[src/rtl/nfc_adapter_pkg.sv]
// Shared constants for the NFC command queue adapter: command word field
// positions, dispatch FSM encoding and status word bit positions.
package nfc_adapter_pkg;

  // Command word fields
  localparam int OpcodeLsb   = 0;
  localparam int OpcodeWidth = 6;
  localparam int TargetLsb   = 16;
  localparam int TargetWidth = 5;
  localparam int FlushBit    = 31;

  // Queue occupancy counter width (holds 0..8)
  localparam int CountWidth  = 4;

  // Dispatch FSM encoding
  localparam logic [1:0] StateIdle   = 2'd0;
  localparam logic [1:0] StateWaitRb = 2'd1;
  localparam logic [1:0] StateIssue  = 2'd2;

  // Status word bit positions
  localparam int StatReadyBit = 0;
  localparam int StatEmptyBit = 1;
  localparam int StatFullBit  = 2;
  localparam int StatFailBit  = 3;
  localparam int StatCountLsb = 4;
  localparam int StatDevLsb   = 8;

endpackage

[src/rtl/nfc_cmd_fifo.sv]
// Purpose: synchronous command FIFO with occupancy count and clear, no fall-through.
// Latency: a pushed entry becomes visible at head_dat_o the edge after the push.
// Backpressure: push ignored while full, pop ignored while empty; clear wins over both.
module nfc_cmd_fifo
  import nfc_adapter_pkg::*;
#(
  parameter int Width = 8,
  parameter int Depth = 4   // power of two so pointers wrap naturally
) (
  input  logic                  iSystemClock,
  input  logic                  iReset,
  input  logic                  push_i,
  input  logic [Width-1:0]      push_dat_i,
  input  logic                  pop_i,
  input  logic                  clear_i,
  output logic [Width-1:0]      head_dat_o,
  output logic [CountWidth-1:0] count_o,
  output logic [CountWidth-1:0] count_nxt_o
);

  localparam int PtrWidth = (Depth > 1) ? $clog2(Depth) : 1;

  logic [Width-1:0]      mem_q [Depth];
  logic [PtrWidth-1:0]   wr_ptr_q, wr_ptr_d;
  logic [PtrWidth-1:0]   rd_ptr_q, rd_ptr_d;
  logic [CountWidth-1:0] count_q, count_d;
  logic                  do_push, do_pop;

  assign do_push = push_i && (count_q != CountWidth'(Depth)) && !clear_i;
  assign do_pop  = pop_i  && (count_q != '0) && !clear_i;

  // Next-state pointers and occupancy
  always_comb begin
    wr_ptr_d = wr_ptr_q;
    rd_ptr_d = rd_ptr_q;
    count_d  = count_q;
    if (clear_i) begin
      wr_ptr_d = '0;
      rd_ptr_d = '0;
      count_d  = '0;
    end else begin
      if (do_push) wr_ptr_d = wr_ptr_q + 1'b1;
      if (do_pop)  rd_ptr_d = rd_ptr_q + 1'b1;
      count_d = count_q + {{(CountWidth-1){1'b0}}, do_push}
                        - {{(CountWidth-1){1'b0}}, do_pop};
    end
  end

  // Pointer and count registers
  always_ff @(posedge iSystemClock) begin
    if (iReset) begin
      wr_ptr_q <= '0;
      rd_ptr_q <= '0;
      count_q  <= '0;
    end else begin
      wr_ptr_q <= wr_ptr_d;
      rd_ptr_q <= rd_ptr_d;
      count_q  <= count_d;
    end
  end

  // Storage array; contents only meaningful while counted, so no reset
  always_ff @(posedge iSystemClock) begin
    if (do_push) mem_q[wr_ptr_q] <= push_dat_i;
  end

  assign head_dat_o  = mem_q[rd_ptr_q];
  assign count_o     = count_q;
  assign count_nxt_o = count_d;

endmodule

[src/rtl/nfc_command_queue_adapter.sv]
// Purpose: queues register-written NAND commands and dispatches them in order once the target way is ready.
// Latency: command sampled at edge N+1 after being driven, oCMDValid rises at edge N+2 when way and queue allow.
// Backpressure: oCMDValid/fields held until iCMDReady; pushes rejected (sticky oCommandFail) when full or bad target.
module nfc_command_queue_adapter
  import nfc_adapter_pkg::*;
#(
  parameter int NumberOfWays = 2,
  parameter int QueueDepth   = 4,
  parameter int AddressWidth = 32,
  parameter int LengthWidth  = 16
) (
  input  logic                    iSystemClock,
  input  logic                    iReset,
  input  logic                    iAxilValid,
  input  logic [31:0]             iCommand,
  input  logic                    iCommandValid,
  input  logic [AddressWidth-1:0] iAddress,
  input  logic [LengthWidth-1:0]  iLength,
  output logic                    oCommandFail,
  output logic [31:0]             oNFCStatus,
  output logic [31:0]             oNandRBStatus,
  output logic [5:0]              oOpcode,
  output logic [4:0]              oTargetID,
  output logic [4:0]              oSourceID,
  output logic [AddressWidth-1:0] oAddress,
  output logic [LengthWidth-1:0]  oLength,
  output logic                    oCMDValid,
  input  logic                    iCMDReady,
  input  logic [23:0]             iStatus,
  input  logic                    iStatusValid,
  input  logic [NumberOfWays-1:0] iReadyBusy
);

  localparam int EntryWidth = OpcodeWidth + TargetWidth + AddressWidth + LengthWidth;

  logic                    cmd_write, flush_req, push_req, push_acc, push_rej, tgt_ok;
  logic [OpcodeWidth-1:0]  cmd_opcode;
  logic [TargetWidth-1:0]  cmd_target;
  logic [EntryWidth-1:0]   push_entry, head_entry;
  logic [CountWidth-1:0]   count, count_nxt;
  logic                    q_full, q_empty, head_ready, handshake, fifo_pop, load;
  logic [31:0]             rb_ext;
  logic [OpcodeWidth-1:0]  head_opcode;
  logic [TargetWidth-1:0]  head_target;
  logic [AddressWidth-1:0] head_address;
  logic [LengthWidth-1:0]  head_length;

  logic [1:0]              state_q, state_d;
  logic                    fail_q, fail_d;
  logic                    issue_flushed_q, issue_flushed_d;
  logic [OpcodeWidth-1:0]  opcode_q, opcode_d;
  logic [TargetWidth-1:0]  target_q, target_d;
  logic [AddressWidth-1:0] address_q, address_d;
  logic [LengthWidth-1:0]  length_q, length_d;
  logic [31:0]             status_q, status_d;
  logic [31:0]             rb_q;

  // Reserved command bits carry no meaning here
  logic unused_cmd_bits;
  assign unused_cmd_bits = ^{iCommand[15:6], iCommand[30:21]};

  assign cmd_opcode = iCommand[OpcodeLsb +: OpcodeWidth];
  assign cmd_target = iCommand[TargetLsb +: TargetWidth];
  assign cmd_write  = iAxilValid && iCommandValid;
  assign flush_req  = cmd_write && iCommand[FlushBit];
  assign push_req   = cmd_write && !iCommand[FlushBit];
  assign tgt_ok     = ({27'd0, cmd_target} < 32'(NumberOfWays));

  // Full is judged on the registered count, so a same-cycle pop cannot make room
  assign q_full   = (count == CountWidth'(QueueDepth));
  assign q_empty  = (count == '0);
  assign push_acc = push_req && !q_full && tgt_ok;
  assign push_rej = push_req && !push_acc;

  assign push_entry   = {cmd_opcode, cmd_target, iAddress, iLength};
  assign head_opcode  = head_entry[EntryWidth-1 -: OpcodeWidth];
  assign head_target  = head_entry[AddressWidth+LengthWidth +: TargetWidth];
  assign head_address = head_entry[LengthWidth +: AddressWidth];
  assign head_length  = head_entry[LengthWidth-1:0];

  // Widen ready/busy so any 5-bit target indexes safely
  always_comb begin
    rb_ext = '0;
    rb_ext[NumberOfWays-1:0] = iReadyBusy;
  end

  assign head_ready = rb_ext[head_target];
  assign handshake  = (state_q == StateIssue) && iCMDReady;
  // An entry flushed while being presented is already gone from the queue
  assign fifo_pop   = handshake && !issue_flushed_q;

  nfc_cmd_fifo #(
    .Width (EntryWidth),
    .Depth (QueueDepth)
  ) u_fifo (
    .iSystemClock (iSystemClock),
    .iReset       (iReset),
    .push_i       (push_acc),
    .push_dat_i   (push_entry),
    .pop_i        (fifo_pop),
    .clear_i      (flush_req),
    .head_dat_o   (head_entry),
    .count_o      (count),
    .count_nxt_o  (count_nxt)
  );

  // Dispatch FSM: a flush suppresses any new issue in the same cycle
  always_comb begin
    state_d = state_q;
    load    = 1'b0;
    case (state_q)
      StateIdle: begin
        if (!q_empty && !flush_req) begin
          if (head_ready) begin
            state_d = StateIssue;
            load    = 1'b1;
          end else begin
            state_d = StateWaitRb;
          end
        end
      end
      StateWaitRb: begin
        if (flush_req) begin
          state_d = StateIdle;
        end else if (head_ready) begin
          state_d = StateIssue;
          load    = 1'b1;
        end
      end
      StateIssue: begin
        if (iCMDReady) state_d = StateIdle;
      end
      default: state_d = StateIdle;
    endcase
  end

  // Output fields, fail flag, flushed-while-issuing marker and status word
  always_comb begin
    opcode_d  = load ? head_opcode  : opcode_q;
    target_d  = load ? head_target  : target_q;
    address_d = load ? head_address : address_q;
    length_d  = load ? head_length  : length_q;

    fail_d = fail_q;
    if (push_rej)      fail_d = 1'b1;
    else if (push_acc) fail_d = 1'b0;

    issue_flushed_d = issue_flushed_q;
    if (load || handshake)                       issue_flushed_d = 1'b0;
    else if (flush_req && state_q == StateIssue) issue_flushed_d = 1'b1;

    status_d = status_q;
    if (iStatusValid) status_d[31:StatDevLsb] = iStatus;
    status_d[StatCountLsb +: CountWidth] = count_nxt;
    status_d[StatFailBit]  = fail_d;
    status_d[StatFullBit]  = (count_nxt == CountWidth'(QueueDepth));
    status_d[StatEmptyBit] = (count_nxt == '0);
    status_d[StatReadyBit] = iCMDReady;
  end

  // State registers with synchronous reset
  always_ff @(posedge iSystemClock) begin
    if (iReset) begin
      state_q         <= StateIdle;
      fail_q          <= 1'b0;
      issue_flushed_q <= 1'b0;
      opcode_q        <= '0;
      target_q        <= '0;
      address_q       <= '0;
      length_q        <= '0;
      status_q        <= 32'd1 << StatEmptyBit;
      rb_q            <= '0;
    end else begin
      state_q         <= state_d;
      fail_q          <= fail_d;
      issue_flushed_q <= issue_flushed_d;
      opcode_q        <= opcode_d;
      target_q        <= target_d;
      address_q       <= address_d;
      length_q        <= length_d;
      status_q        <= status_d;
      rb_q            <= rb_ext;
    end
  end

  assign oCMDValid     = (state_q == StateIssue);
  assign oCommandFail  = fail_q;
  assign oOpcode       = opcode_q;
  assign oTargetID     = target_q;
  assign oSourceID     = 5'd0;
  assign oAddress      = address_q;
  assign oLength       = length_q;
  assign oNFCStatus    = status_q;
  assign oNandRBStatus = rb_q;

endmodule
[config.mk]
export PLATFORM = sky130hd
export DESIGN_NAME = nfc_command_queue_adapter
export DESIGN_NICKNAME = d
export VERILOG_FILES = /design/src/rtl/nfc_adapter_pkg.sv /design/src/rtl/nfc_cmd_fifo.sv /design/src/rtl/nfc_command_queue_adapter.sv
export SDC_FILE = /design/constraint.sdc
export NUM_CORES = 1
export LEC_CHECK = 0
export CELL_PAD_IN_SITES_DETAIL_PLACEMENT = 1
export CELL_PAD_IN_SITES_GLOBAL_PLACEMENT = 2
export CORE_MARGIN = 2
export CORE_UTILIZATION = 33
export DETAILED_ROUTE_END_ITERATION = 8
export PLACE_DENSITY_LB_ADDON = 0.05
export SETUP_SLACK_MARGIN = 0.3
export SLEW_MARGIN = 25
export SYNTH_ARGS = -nofsm -noshare
export SYNTH_HDL_FRONTEND = slang
export SYNTH_SLANG_ARGS = --single-unit
[constraint.sdc]
create_clock -name iSystemClock -period 3.2 [get_ports iSystemClock]
set_input_delay 0.64 -clock iSystemClock [delete_from_list [all_inputs] [get_ports iSystemClock]]
set_output_delay 0.64 -clock iSystemClock [all_outputs]
set_load 0.1 [all_outputs]
# After elaboration in Yosys (flattened, before gate mapping)
# Memories as Yosys holds them, arrays and structs flattened. A register that Yosys moved wholly into a read port is not among the register bits.
# Index checks and enable logic that the tools add are counted.
[totals]
word_cells = 76
mem_count = 1
ramBits = 236
in_bits = 112
ff_bits = 135
out_inout_bits = 130
[memory_table]
columns = ["memory", "words", "width", "rd", "rd_ports_with_merged_regs", "write_ports", "line_no", "text"]
rows = [
  ["u_fifo.mem_q", 4, 59, 1, 1, 1, "nfc_cmd_fifo.sv:23", "logic [Width-1:0] mem_q [Depth];"],
]
[op_classes]
n_reduce_logical = 28
n_addsub = 4
n_eq_ne = 8
n_mux = 19
magnitude_cmp = 2
[op_table]
columns = ["cell", "n"]
rows = [
  ["logical AND 1 bit", 14],
  ["2-to-1 mux 2 bit", 7],
  ["== test 4 x 3 -> 1 bit, second input constant", 2],
  ["zero test 4 bit", 2],
  ["2-to-1 mux 1 bit", 8],
  ["zero test 1 bit", 6],
  ["less-than comparator 5 x 6 -> 1 bit, second input constant", 1],
  ["case mux 2 bit (3 select lines)", 1],
  ["binary-select mux 1 bit (select 5 bit)", 1],
  ["less-than comparator 5 x 2 -> 1 bit, second input constant", 1],
  ["adder 2 x 1 -> 2 bit, second input constant", 2],
  ["adder 4 x 1 -> 4 bit", 1],
  ["2-to-1 mux 4 bit", 1],
  ["!= test 4 x 3 -> 1 bit, second input constant", 1],
  ["nonzero test 4 bit", 1],
  ["OR reduction 2 bit", 2],
  ["subtractor 4 x 1 -> 4 bit", 1],
  ["!= test 3 bit, second input constant", 1],
  ["AND reduction 3 bit", 1],
  ["== test 2 x 1 -> 1 bit, second input constant", 1],
  ["== test 2 bit, second input constant", 1],
  ["zero test 2 bit", 1],
  ["!= test 2 x 1 -> 1 bit, second input constant", 1],
  ["!= test 2 bit, second input constant", 1],
  ["other kinds (2)", 2],
]

# Depth between registers and ports, before layout
# Gate-level depths: netlist of the first run.
[depth]
word_depth = 10
depth_mapped = 12
depth_no_buf = 12

# Hierarchy
# Synthesis of the first run repeated with hierarchy kept, for this count alone.
[hier_totals]
cells_unflattened = 795
hier_area_um2 = 13223.9
[modules_own_cells]
columns = ["module", "instances", "seq_area_each_um2", "area_each_um2", "cells_per_inst"]
rows = [
  ["nfc_cmd_fifo", 1, 7287.0, 9163.8, 380],
  ["nfc_command_queue_adapter", 1, 1921.8, 4060.1, 415],
]

# Worst setup path after synthesis of the first run
# No wires, ideal clock.
[synth_path]
kind = "reg-to-reg"
start = "reg u_fifo.count_q[3] (netlist: u_fifo.count_o[3])"
end = "mem u_fifo.mem_q[1][0] in the netlist's numbering (enable)"
setup_ps = 423
slack_ps = -486
path_buffers = 0
required_ps = 2777
arrival_ps = 3263
stages_incl_launch_ff = 5
synth_period_minus_slack_ps = 3686
path_cell_list = "dfxtp_1 > inv_1 > ha_1 > a2111oi_4 > and2_1"
[synth_via]
elab_chain_cells = 8
word_cells_on_any_way = 9
cone_classes = "eq/ne (2); mux (2); reduce/logical (5)"
[synth_rtl]
columns = ["item", "line_no", "text"]
rows = [
  ["start: declaration", "nfc_cmd_fifo.sv:26", "logic [CountWidth-1:0] count_q, count_d;"],
  ["start signal: assignment", "nfc_cmd_fifo.sv:58", "count_q <= count_d;"],
  ["== test 4 x 3 -> 1 bit", "nfc_command_queue_adapter.sv:70", "assign q_full = (count == CountWidth'(QueueDepth));"],
  ["zero test 1 bit", "nfc_command_queue_adapter.sv:72", "assign push_acc = push_req && !q_full && tgt_ok;"],
  ["logical AND 1 bit (2 in series)", "nfc_command_queue_adapter.sv:72", ""],
  ["logical AND 1 bit (*) (2 in series)", "nfc_cmd_fifo.sv:29", "assign do_push = push_i && (count_q != CountWidth'(Depth)) && !clear_i;"],
  ["named net u_fifo.do_push", "nfc_cmd_fifo.sv:27", "logic do_push, do_pop;"],
  ["2-to-1 mux 1 bit (*)", "nfc_cmd_fifo.sv:64", "if (do_push) mem_q[wr_ptr_q] <= push_dat_i;"],
  ["2-to-1 mux 1 bit (implied by the code) (*)", "nfc_cmd_fifo.sv:64", ""],
  ["end: declaration", "nfc_cmd_fifo.sv:23", ""],
]
# Mark *: on every way through the listed nets, which the timed path passes. The rest lies on a longest branch.

# Worst setup path after layout of the first run
[layout_path]
start = "reg u_fifo.count_q[2] (netlist: u_fifo.count_o[2])"
end = "reg status_q[2] (netlist: oNFCStatus[2])"
[layout_via]
word_cells_on_any_way = 14
cone_classes = "add/sub (2); eq/ne (3); mux (1); reduce/logical (8)"
[layout_lines]
columns = ["item", "line_no", "text"]
rows = [
  ["nonzero test 4 bit", "nfc_cmd_fifo.sv:30", "assign do_pop = pop_i && (count_q != '0) && !clear_i;"],
  ["logical AND 1 bit (2 in series)", "nfc_cmd_fifo.sv:30", ""],
  ["named net u_fifo.do_pop", "nfc_cmd_fifo.sv:27", ""],
  ["subtractor 4 x 1 -> 4 bit", "nfc_cmd_fifo.sv:45", "- {{(CountWidth-1){1'b0}}, do_pop};"],
  ["2-to-1 mux 4 bit", "nfc_cmd_fifo.sv:37", "if (clear_i) begin"],
  ["== test 4 x 3 -> 1 bit", "nfc_command_queue_adapter.sv:156", "status_d[StatFullBit] = (count_nxt == CountWidth'(QueueDepth));"],
  ["end signal: assignment", "nfc_command_queue_adapter.sv:171", "status_q <= 32'd1 << StatEmptyBit;"],
  ["end signal: assignment", "nfc_command_queue_adapter.sv:181", "status_q <= status_d;"],
  ["end: declaration", "nfc_command_queue_adapter.sv:55", "logic [31:0] status_q, status_d;"],
]
# The timed path passes the listed nets, and every way through them passes these cells.
# A chain may end at the register's enable or synchronous reset.

==> flow_metrics.tcl, run 1 <==
set metrics [dict create \
    outcome "completed" \
    wire_per_inst_um 20.59 \
    grtUsageMet3 0.03646 \
    core-area_mm2 0.03776 \
    num_vias 7287 \
    busiest_layer "met2" \
    grt_pass1_wl_mm 46.70 \
    clock_skew_ns 0.008617 \
    die_h_um 200.1 \
    rsz0062_at_grt "false" \
    nNetsFinal 1106 \
    drt_iter0_drc 243 \
    period_minus_slack_ns 2.731 \
    dieArea_mm2 0.04003 \
    final-instance-count-excl-fill 1524 \
    clkSinkCount 338 \
    antenna_found_initial 4 \
    finalMaxSlewViolations 0 \
    synth_top_flop_cell "edfxtp_1" \
    clk_pin_slew_ns 0.06 \
    yosys.area.top_type "edfxtp_1" \
    use_met1 0.1918 \
    cts_buffer_depth 3 \
    ys_seq_area_frac 0.7195 \
    required_ns 3.61 \
    cts_hold_buf 0 \
    endpoint_kind "register" \
    critPathKind "reg2reg" \
    avgSynthCellArea_um2 16.24 \
    start_kind "register" \
    synth.area.top_cells "edfxtp_1, dfxtp_1, mux4_2" \
    cts_root_buf "clkbuf_16" \
    p_per_area_mw_per_mm2 589.5 \
    drive_above_1_share 0.2441 \
    met2_usage 0.2784 \
    grt_pass1_vias 7934 \
    fin_tns_setup_ns 0 \
    setup_violations 0 \
    syn_to_final_growth_pct 27.62 \
    min-delay-path-class "reg2reg" \
    place_inst 1453 \
    cts_buffers 39 \
    power_w 0.009545 \
    cts_tree "done" \
    netlist_instances 781 \
    whs_ns 0.4727 \
    p_leak_nw 5.504 \
    num-fill-cells 3783 \
    routabilityCongestion 0.7203 \
    hold_violations 0 \
    yosysWarnings 0 \
    synthesis.area_mm2 0.01269 \
    yosys.area.top_type_share 0.5586 \
    maxSlewHeadroom 0.5085 \
    crit_fanout 3 \
    async_reset_ff_frac 0 \
    floorplan.rows 71 \
    start_util 0.3360 \
    ys_ff_latch 338 \
    ys_types 42 \
    cp.arrival_ns 3.14 \
    grt_max_degree 73 \
    synth_edf_count 236 \
    clock_latency_ns 0.52 \
    drc_errors 0 \
    grt_overflow 0 \
    track_usage 0.1570 \
    fin_crit_sh 0.8534 \
    dp_hpwl_mm 19.39 \
    maxCapViolations 0 \
    avgViaCountPerCell 4.781 \
    die_w_um 200.1 \
    ant_nets 0 \
    port_buffers 186 \
    dr.pass1.iters 5 \
    htreeDepth 2 \
    worst_ir_drop_vdd_uv 297.7 \
    final_core_util 0.4289 \
    max_freq_ghz 0.3662 \
    worst_pin_slew_ns 0.7372 \
    routed_wl_mm 31.38 \
    pin_count 242 \
]
worst max-delay path: stages (launching register included):
cell	delay, ns
dfxtp_2	0.33
inv_1	0.07
ha_1	0.14
or3b_4	0.41
and4_1	0.26
ha_1	0.29
inv_1	0.04
ha_1	0.21
fa_1	0.38
xor2_1	0.16
and2_1	0.16
and3_1	0.16
synthesized netlist by cell type (2+ instances only):
cell,n
nand2_1,4
a2111oi_4,2
buf_4,37
edfxtp_1,236
clkbuf_1,31
mux2i_1,26
buf_6,5
nand3_1,56
mux4_2,55
o21ai_1,46
nor2b_1,4
xnor2_1,3
inv_1,8
buf_1,2
nor2_1,38
xor2_1,2
dfxtp_1,102
o21ai_0,11
a21oi_1,58
and2_1,7
and3_1,2
ha_1,10
nor3b_1,4
nor3_1,2
nor4_1,3
buf_2,11
stage by stage:
step / worst slack [ns] / area, um^2
final: 0.4690 / 16190
after global routing: 0.3479 / 16190
after CTS: 0.3889 / 16190
after detailed placement: 0.07659 / 14970
after global placement: 0.1117 / 14970
after floorplan: 0.2014 / 12830
timing repair:
action | 4_1_cts | 5_1_grt
endpoints found under the setup margin | 0 | 1
buffers inserted | 0 | 0
gates resized for setup | 0 | 1
metal layers:
layer,part of all wire,wire (um)
met2,0.50,15750
met1,0.41,12880
met5,0.0016,51
met4,0.020,612
met3,0.067,2091
area by class of cell:
| class | instances | area, um^2 | area share |
|---|---|---|---|
| Inverter | 8 | 30.03 | 0.001855 |
| Timing Repair Buffer | 213 | 1974 | 0.1219 |
| Sequential cell | 338 | 9139 | 0.5644 |
| Clock buffer | 57 | 1064 | 0.06568 |
| Antenna cell | 1 | 2.502 | 0.0001545 |
| Clock inverter | 13 | 150.1 | 0.009273 |
| Multi-Input combinational cell | 383 | 3193 | 0.1972 |
| Tap cell | 511 | 639.4 | 0.03949 |
placed cells by master (no fill, tap or decap), drive strengths merged, types with 3 or more instances in the layout:
master,n
nand3,56
nor2b,4
nor2,39
ha,10
edfxtp,236
buf,123
xnor2,3
dfxtp,102
clkinv,8
mux2i,26
a21oi,58
bufinv,3
clkbuf,57
conb,35
nor4,3
nand2,4
and2,7
o21ai,57
clkdlybuf4s50,90
inv,10
mux4,55
nor3b,4
report_power, final:
part | switching, W | leakage, nW | internal [W]
sequential | 0.0000113 | 2.95 | 0.00469
combinational | 0.000456 | 1.96 | 0.000157
clock | 0.00167 | 0.591 | 0.00255
path summary, 6_finish.rpt:
path / slack, ns / start / depth (start not counted) / to
worst max register to register: 0.47 / u_fifo.count_o[2] / 11 / oNFCStatus[2]
worst min-delay path: 0.47 / oTargetID[3] / 1 / oTargetID[3]
worst max-delay path: 0.47 / u_fifo.count_o[2] / 11 / oNFCStatus[2]
worst min register to register: 0.47 / oTargetID[3] / 1 / oTargetID[3]
state kept, by name, summed over array words and instances, names as in the netlist, named ones only:
signal and flops:
oNFCStatus 28, oTargetID 5, issue_flushed_q 1, u_fifo.mem_q 236, oAddress 32, state_q 2
u_fifo.rd_ptr_q 2, oLength 16, oOpcode 6, oNandRBStatus 2, u_fifo.count_o 4, u_fifo.wr_ptr_q 2
kinds of logic (layout without fill, tap and decap cells):
kind of cell / count (synthesis) / count (layout) / synth area share
flip-flops: 338 / 338 / 0.7195
AND/OR/NAND/NOR: 128 / 128 / 0.05069
AO/OA/AOI/OAI: 123 / 123 / 0.05365
buffers and inverters: 94 / 291 / 0.04280
multiplexers: 81 / 81 / 0.1181
adder cells (fa/ha/maj): 11 / 11 / 0.01144
XOR/XNOR: 5 / 5 / 0.003452
other: 1 / 36 / 0.0002956
Note: power is estimated with default switching activity, not from simulation.
==> run 2, diff against run 1 <==
--- a/config.mk
+++ b/config.mk
@@ -10,7 +10,7 @@
 export CORE_MARGIN = 2
 export CORE_UTILIZATION = 33
 export DETAILED_ROUTE_END_ITERATION = 8
-export PLACE_DENSITY_LB_ADDON = 0.05
+export PLACE_DENSITY = 0.72
 export SETUP_SLACK_MARGIN = 0.3
 export SLEW_MARGIN = 25
 export SYNTH_ARGS = -nofsm -noshare
==> flow_metrics.tcl, run 2 (synthesis gave the netlist of run 1 again) <==
set metrics [dict create \
    antenna_found_initial 6 \
    clkSinkCount 338 \
    maxSlewHeadroom 0.4917 \
    cts_tree "done" \
    final_cell_mix "edfxtp_1, buf_4, dfxtp_1" \
    core-area_mm2 0.03776 \
    finalMaxSlewViolations 0 \
    fin_ws_ns 0.4533 \
    routabilityCongestion 0.6939 \
    cts_buffer_depth 3 \
    p_leak_nw 5.603 \
    layout.cells.most_common "edfxtp_1" \
    fin_tns_setup_ns 0 \
    setup_violations 0 \
    rsz0062_at_grt "false" \
    cp.arrival_ns 3.17 \
    cts_hold_buf 0 \
    floorplan.rows 71 \
    cp_slowest_stage_delay_ns 0.42 \
    wire_per_inst_um 20.10 \
    top_register "u_fifo.mem_q" \
    clock_latency_ns 0.55 \
    path_depth 11 \
    drive_above_1_share 0.2566 \
    cts-resized-gates 0 \
    clk_pin_slew_ns 0.06 \
    port_buffers 186 \
    r2r_cells 11 \
    period_minus_slack_ns 2.747 \
    die_w_um 200.1 \
    holdPathStages 2 \
    cts_setup_buffers 0 \
    worst_pin_slew_ns 0.7625 \
    cts_buffers 38 \
    drc_errors 0 \
    fin_crit_sh 0.8583 \
    start_kind "register" \
    grt_max_degree 77 \
    dp_hpwl_mm 19.36 \
    htreeDepth 2 \
    cp_top_family "adder cells" \
    start_util 0.3360 \
    required_ns 3.62 \
    nNetsFinal 1110 \
    cts_root_buf "clkbuf_16" \
    endpoint_kind "register" \
    grt_pass1_wl_mm 46.24 \
    worst_ir_drop_vdd_uv 350.0 \
    track_usage 0.1551 \
    crit_fanout 3 \
    drt_iter0_drc 393 \
    num_vias 7259 \
    outcome "completed" \
    dieArea_mm2 0.04003 \
    critPathSlowestCell "or3b_1" \
    clock_skew_ns 0.02383 \
    crit_top_cell "ha_1" \
    die_h_um 200.1 \
    critical_path_buf_inv_count 2 \
    hold_violations 0 \
    grt_overflow 0 \
    dr.pass1.iters 4 \
    min-delay-path-class "in2reg" \
    ant_nets 0 \
    pin_count 242 \
    power_w 0.009801 \
    maxCapViolations 0 \
    dp_slack_ns 0.08888 \
    largest_reg_flops 236 \
    cp_cell_sequence "inv_1 -> ha_1 -> or3b_1 -> and4_1 -> ha_1 -> inv_1 -> ha_1 -> fa_1 -> xor2_1 -> and2_1 -> and3_1" \
    max_freq_ghz 0.3641 \
    grt_pass1_vias 7737 \
    avgViaCountPerCell 4.738 \
    critPathKind "reg2reg" \
    syn_to_final_growth_pct 29.65 \
    final_core_util 0.4357 \
    p_per_area_mw_per_mm2 595.8 \
    routed_wl_mm 30.79 \
]
-- run 2: cell types whose count changed in the layout (fill, tap and decap cells not counted), moves of 2 or more --
cell / before / now
buf_12: 12 / 22
buf_4: 111 / 106
bufinv_16: 3 / 5
clkbuf_1: 16 / 6
clkinv_2: 4 / 7
clkinvlp_4: 0 / 4
diode_2: 1 / 4
-- run 2: cell type report --
type                       count  area (um^2)
multi-input combinational    383         3191
clock buffer                  48         1040
timing repair buffer         218         2137
inverter                       8        30.03
clock inverter                22        264.0
tap                          511        639.4
antenna                        4        10.01
sequential                   338         9139
fill                        3759        21310
-- run 2: per-layer routing --
| metal | wire length, um | track usage |
|---|---|---|
| met5 | 44 | 0 |
| met4 | 628 | 0.04691 |
| met3 | 2228 | 0.04099 |
| met2 | 14860 | 0.2623 |
| met1 | 13040 | 0.1956 |
-- run 2: where the power goes --
group          total [W]  switching (W)  internal, W  leakage (nW)
clock            0.00448        0.00176      0.00273         0.631
combinational   0.000614       0.000456     0.000158          2.02
sequential       0.00470      0.0000110      0.00469          2.95
total            0.00980        0.00222      0.00758          5.60
-- run 2: worst paths after layout --
path              endpoint  slack, ns              start
max          oNFCStatus[2]       0.45  u_fifo.count_o[2]
min          oNFCStatus[0]       0.47             iReset
min reg2reg   oTargetID[3]       0.47       oTargetID[3]
max reg2reg  oNFCStatus[2]       0.45  u_fifo.count_o[2]
-- run 2: stage by stage --
stage | hold slack [ns] | cells | area, um^2
after global placement | 0.4670 | 1458 | 15140
after global routing | 0.4740 | 1529 | 16440
after detailed placement | 0.4699 | 1458 | 15140
after CTS | 0.4481 | 1528 | 16440
after floorplan | 0.4847 | 815 | 12830
final | 0.4666 | 1532 | 16450
==> run 3, diff against run 2 <==
--- a/config.mk
+++ b/config.mk
@@ -10,6 +10,7 @@
 export CORE_MARGIN = 2
 export CORE_UTILIZATION = 33
 export DETAILED_ROUTE_END_ITERATION = 8
+export GPL_TIMING_DRIVEN = 0
 export PLACE_DENSITY = 0.72
 export SETUP_SLACK_MARGIN = 0.3
 export SLEW_MARGIN = 25
==> flow_metrics.tcl, run 3 (synthesis gave the netlist of run 1 again) <==
set metrics [dict create \
    outcome "completed" \
    start_util 0.3360 \
    period_minus_slack_ns 2.838 \
    placed_area_mm2 0.01544 \
    hold_violations 0 \
    rr_endpoint "oNFCStatus[2]" \
    largest_reg_flops 236 \
    fin_crit_sh 0.8868 \
    cts_buffer_depth 3 \
    whs_ns 0.4725 \
    clock_latency_ns 0.53 \
    worst_ir_drop_vdd_uv 277.9 \
    die_h_um 200.1 \
    nNetsFinal 1170 \
    worst_pin_slew_ns 1.076 \
    maxCapViolations 0 \
    endpoint_kind "register" \
    required_ns 3.64 \
    rsz0062_at_grt "true" \
    num_vias 7436 \
    drc_errors 0 \
    cts_buffers 39 \
    crit_fanout 8 \
    layout.cells.most_common "edfxtp_1" \
    dp_hpwl_mm 20.31 \
    finalMaxSlewViolations 0 \
    port_buffers 185 \
    dieArea_mm2 0.04003 \
    p_leak_nw 5.561 \
    dr.pass1.iters 6 \
    critical_path_buf_inv_count 2 \
    cts_root_buf "clkbuf_16" \
    rrSetupSlack_ns 0.50 \
    top_register "u_fifo.mem_q" \
    pin_count 242 \
    timing.rr.start "u_fifo.count_o[2]" \
    min_to "oTargetID[3]" \
    grt_pass1_vias 7921 \
    fin_ws_ns 0.3622 \
    cts_tree "done" \
    holdPathStages 1 \
    syn_to_final_growth_pct 31.97 \
    avgViaCountPerCell 4.671 \
    min-delay-path-class "reg2reg" \
    cp_top_family "simple AND/OR/NAND/NOR gates" \
    grt_pass1_wl_mm 47.04 \
    clock_skew_ns 0.009313 \
    clk_pin_slew_ns 0.05 \
    cp_slowest_stage_delay_ns 0.61 \
    wire_per_inst_um 19.77 \
    critPathKind "in2reg" \
    r2r_cells 11 \
    antenna_found_initial 5 \
    setup_violations 0 \
    cp_cell_sequence "clkdlybuf4s50_1 -> or4_4 -> a2111oi_4 -> buf_6 -> ha_1 -> fa_1 -> nor2_2 -> nand2_1 -> o21ai_0" \
    drive_above_1_share 0.1708 \
    grt_max_degree 40 \
    drt_iter0_drc 276 \
    track_usage 0.1574 \
    ant_nets 0 \
    clkSinkCount 338 \
    start_kind "input port" \
    final_cell_mix "edfxtp_1, clkdlybuf4s50_1, dfxtp_1" \
    grt_overflow 0 \
    fin_tns_setup_ns 0 \
    min-delay-start "oTargetID[3]" \
    critPathSlowestCell "or4_4" \
    cp.arrival_ns 3.28 \
    htreeDepth 2 \
    floorplan.rows 71 \
    dp_slack_ns -0.3897 \
    routabilityCongestion 0.6824 \
    p_per_area_mw_per_mm2 584.1 \
    die_w_um 200.1 \
    maxSlewHeadroom 0.2805 \
    core-area_mm2 0.03776 \
    fin_area_mm2 0.01674 \
    routed_wl_mm 31.47 \
    max_freq_ghz 0.3524 \
]
[run 3: changes by cell type in the layout (fill, tap and decap cells not counted), moves of 6 or more]
cell             previous run  this run
buf_12                     22         0
buf_2                       0        11
buf_4                     106        38
buf_6                       0         6
clkbuf_1                    6        38
clkdlybuf4s50_1            90       184
clkinv_1                    3         9
[run 3: per-layer routing]
metal | global-route usage | vias up | share of wire
met5 | 0 | - | 0
met4 | 0.04856 | 0 | 0.020
met3 | 0.03747 | 51 | 0.073
met2 | 0.2659 | 219 | 0.48
met1 | 0.2011 | 3711 | 0.43
li1 | - | 3455 | -
[run 3: report_power, final]
part	internal (W)	switching [W]	leakage, nW
Sequential	0.00469	0.0000103	2.95
Clock	0.00270	0.00172	0.622
Combinational	0.000192	0.000462	1.99
Total	0.00759	0.00219	5.56
[run 3: how the worst max path moves through the flow]
| stage | from | endpoint | depth (start not counted) |
|---|---|---|---|
| 3_3_place_gp | iCommand[20] | u_fifo.mem_q[1][30] | 4 |
| 4_1_cts | iCommand[20] | oNFCStatus[1] | 9 |
| 2_1_floorplan | u_fifo.count_o[1] | u_fifo.mem_q[0][0] | 3 |
| 3_5_place_dp | iCommand[20] | oNFCStatus[1] | 8 |
| 6_report | iCommand[20] | oNFCStatus[1] | 9 |
| 5_1_grt | iCommand[20] | oNFCStatus[1] | 9 |
[run 3: through the flow]
step                  util  total power (W)  cells
floorplan                -         0.005233    815
global placement    0.4058         0.005443   1511
detailed placement  0.4088         0.005452   1515
CTS                 0.4429         0.009916   1588
global route        0.4433          0.01010   1589
finish              0.4435         0.009781   1592
[run 3: layout make-up]
type,count,area (um^2)
Fill cell,3780,21010
Tap cell,511,639.4
Inverter,8,30.03
Buffer,86,516.7
Antenna cell,4,10.01
Clock buffer,53,1091
Multi-Input combinational cell,383,3167
Clock inverter,18,178.9
Sequential cell,338,9131
Timing Repair Buffer,191,1979
[run 3: timing repair]
item                                    in CTS  in global routing
endpoints found under the setup margin     159                173
gates cloned                                 0                  0
hold buffers                                 0                  0
gates resized for setup                      2                  8
pin swaps                                    1                  4
buffers inserted                             2                  0
==> RTL edit: new RTL, settings of run 3 <==
Take the reset off `address_q` and `rb_q` and load them in a clocked block of their own.
--- a/src/rtl/nfc_command_queue_adapter.sv
+++ b/src/rtl/nfc_command_queue_adapter.sv
@@ -166,21 +166,22 @@
       issue_flushed_q <= 1'b0;
       opcode_q        <= '0;
       target_q        <= '0;
-      address_q       <= '0;
       length_q        <= '0;
       status_q        <= 32'd1 << StatEmptyBit;
-      rb_q            <= '0;
     end else begin
       state_q         <= state_d;
       fail_q          <= fail_d;
       issue_flushed_q <= issue_flushed_d;
       opcode_q        <= opcode_d;
       target_q        <= target_d;
-      address_q       <= address_d;
       length_q        <= length_d;
       status_q        <= status_d;
-      rb_q            <= rb_ext;
     end
+  end
+
+  always_ff @(posedge iSystemClock) begin
+    address_q <= address_d;
+    rb_q      <= rb_ext;
   end
 
   assign oCMDValid     = (state_q == StateIssue);
Check against the original RTL: not equivalent (Yosys sat finds a counterexample within 4 cycles, from zero or initial values and one cycle with iReset high).
==> RTL edit against run 3 <==
  * Setup slack better by 29 ps
  * Area after synthesis down 0.98%
  * Clock power down 8.8%
  * First-iteration DRC count down 17%
  * Sequential cell count unchanged
  * Global-route usage down 1.4 points
  * Via count down 12%
  * Non-clock buffer count down 22
  * Final cell count down 7.9%
  * Largest power group unchanged
  * Critical path type unchanged
  * Power down 3.6%
  * Hold slack worse by 10 ps
  * Final area down 1.4%
  * Wire length down 7.5%
  * Highest routed layer is now met5
==> RTL edit: results (changes against run 3) <==
* Outcome: finished, final reports clean (unchanged)
- Weighted congestion reported at the end of routability-driven placement: 0.670 (was 0.682)
- The mean area per synthesized cell is 19.1 um2 (was 16.2 um2).
- Number of distinct library cells after synthesis: 39 (was 42)
- Critical Path AT: 3240 ps (was 3280 ps)
- The fraction of standard cell area that is sequential was 57.3% (was 54.5%).
- Worst Clk Skew: 16.7 ps (was 9.31 ps)
- Worst setup path start: iCommand[19] (was iCommand[20])
- Multi-input gate area in the final layout: 2850 um2 (was 3170 um2)
* Num sequential: 338 (unchanged)
- The total routing resource utilization after global routing came to 14.3% (was 15.7%).
- Xor-xnor portion of the synthesized cell area: 0.349% (was 0.345%)
- Via count of the first global-routing pass: 6898 (was 7921)
* Total leakage power: 5.70 nW (was 5.56 nW)
- Area contributors post-synth: sky130_fd_sc_hd__edfxtp_1 (64%), sky130_fd_sc_hd__dfxtp_1 (11%), sky130_fd_sc_hd__mux4_2 (9.9%) (was sky130_fd_sc_hd__edfxtp_1 (56%), sky130_fd_sc_hd__dfxtp_1 (16%), sky130_fd_sc_hd__mux4_2 (9.8%)).
* Total of fill cells in the finished design: 3653 (was 3780)
- The maximum fanout count along the critical path was 5 (was 8).
* Non-clock buffer share of cell area: 14.4% (was 14.9%)
- Final design area excluding fillers: 16500 um2 (was 16700 um2)
- Capture endpoint of the worst hold path: u_fifo.mem_q[3][52] (was oTargetID[3])
- The count of flip-flops with a built-in enable after synthesis was 268 (was 236).
* TritonCTS buffer count: 38 (was 39)
* Starting DRC count in detailed routing: 229 (was 276)
* DR vias/cell: 4.47 (was 4.67)
- Area of placed instances: 15300 um2 (was 15400 um2)
- Multi-In Gates: 285 (was 383)
* Placed wire-length estimate: 18100 um (was 20300 um)
- Fraction of area in clock buffers and inverters: 6.89% (was 7.58%)
* Class of the tightest hold or removal check: in -> reg (was reg -> reg)
- The final instance count without filler cells is 1467 (was 1592).
- Least-Margin Pin Slew: 1070 ps (was 1080 ps)
- Top cell types by occurrence after synthesis: sky130_fd_sc_hd__edfxtp_1 (268), sky130_fd_sc_hd__dfxtp_1 (70), sky130_fd_sc_hd__mux4_2 (55), sky130_fd_sc_hd__mux2i_1 (49), sky130_fd_sc_hd__nand2b_1 (47) (was sky130_fd_sc_hd__edfxtp_1 (236), sky130_fd_sc_hd__dfxtp_1 (102), sky130_fd_sc_hd__a21oi_1 (58), sky130_fd_sc_hd__nand3_1 (56), sky130_fd_sc_hd__mux4_2 (55))
- The complex-gate fraction of the synthesized area is 0.946% (was 5.36%).
## RTL edit: power by group
group	internal [mW]	switching, mW
registers	4.75	0.0107
logic	0.197	0.445
clock network	2.33	1.70
## RTL edit: stage by stage
step / utilization [%] / total power, mW / setup WS, ps / hold slack (ps)
2_1_floorplan: - / 5.29 / 326 / 490
3_3_place_gp: 40.4 / 5.49 / -1170 / 461
3_5_place_dp: 40.7 / 5.50 / -467 / 467
4_1_cts: 43.8 / 9.58 / 297 / 477
5_1_grt: 43.9 / 9.75 / 204 / 485
6_report: 43.9 / 9.43 / 391 / 462
## RTL edit: layer usage
metal	share of wire, %	routed length [um]	track usage (%)	up-vias
li1	-	-	-	3007
met1	42	12100	18.0	3291
met2	48	13900	22.9	211
met3	8.3	2410	5.00	47
met4	2.4	698	5.22	6
met5	0.16	46	0	-
## RTL edit: timing repair
item	in CTS	in global routing
pin swaps	3	3
setup buffers	4	0
resized for setup	2	2
setup endpoints to repair	149	149
cloned	0	4
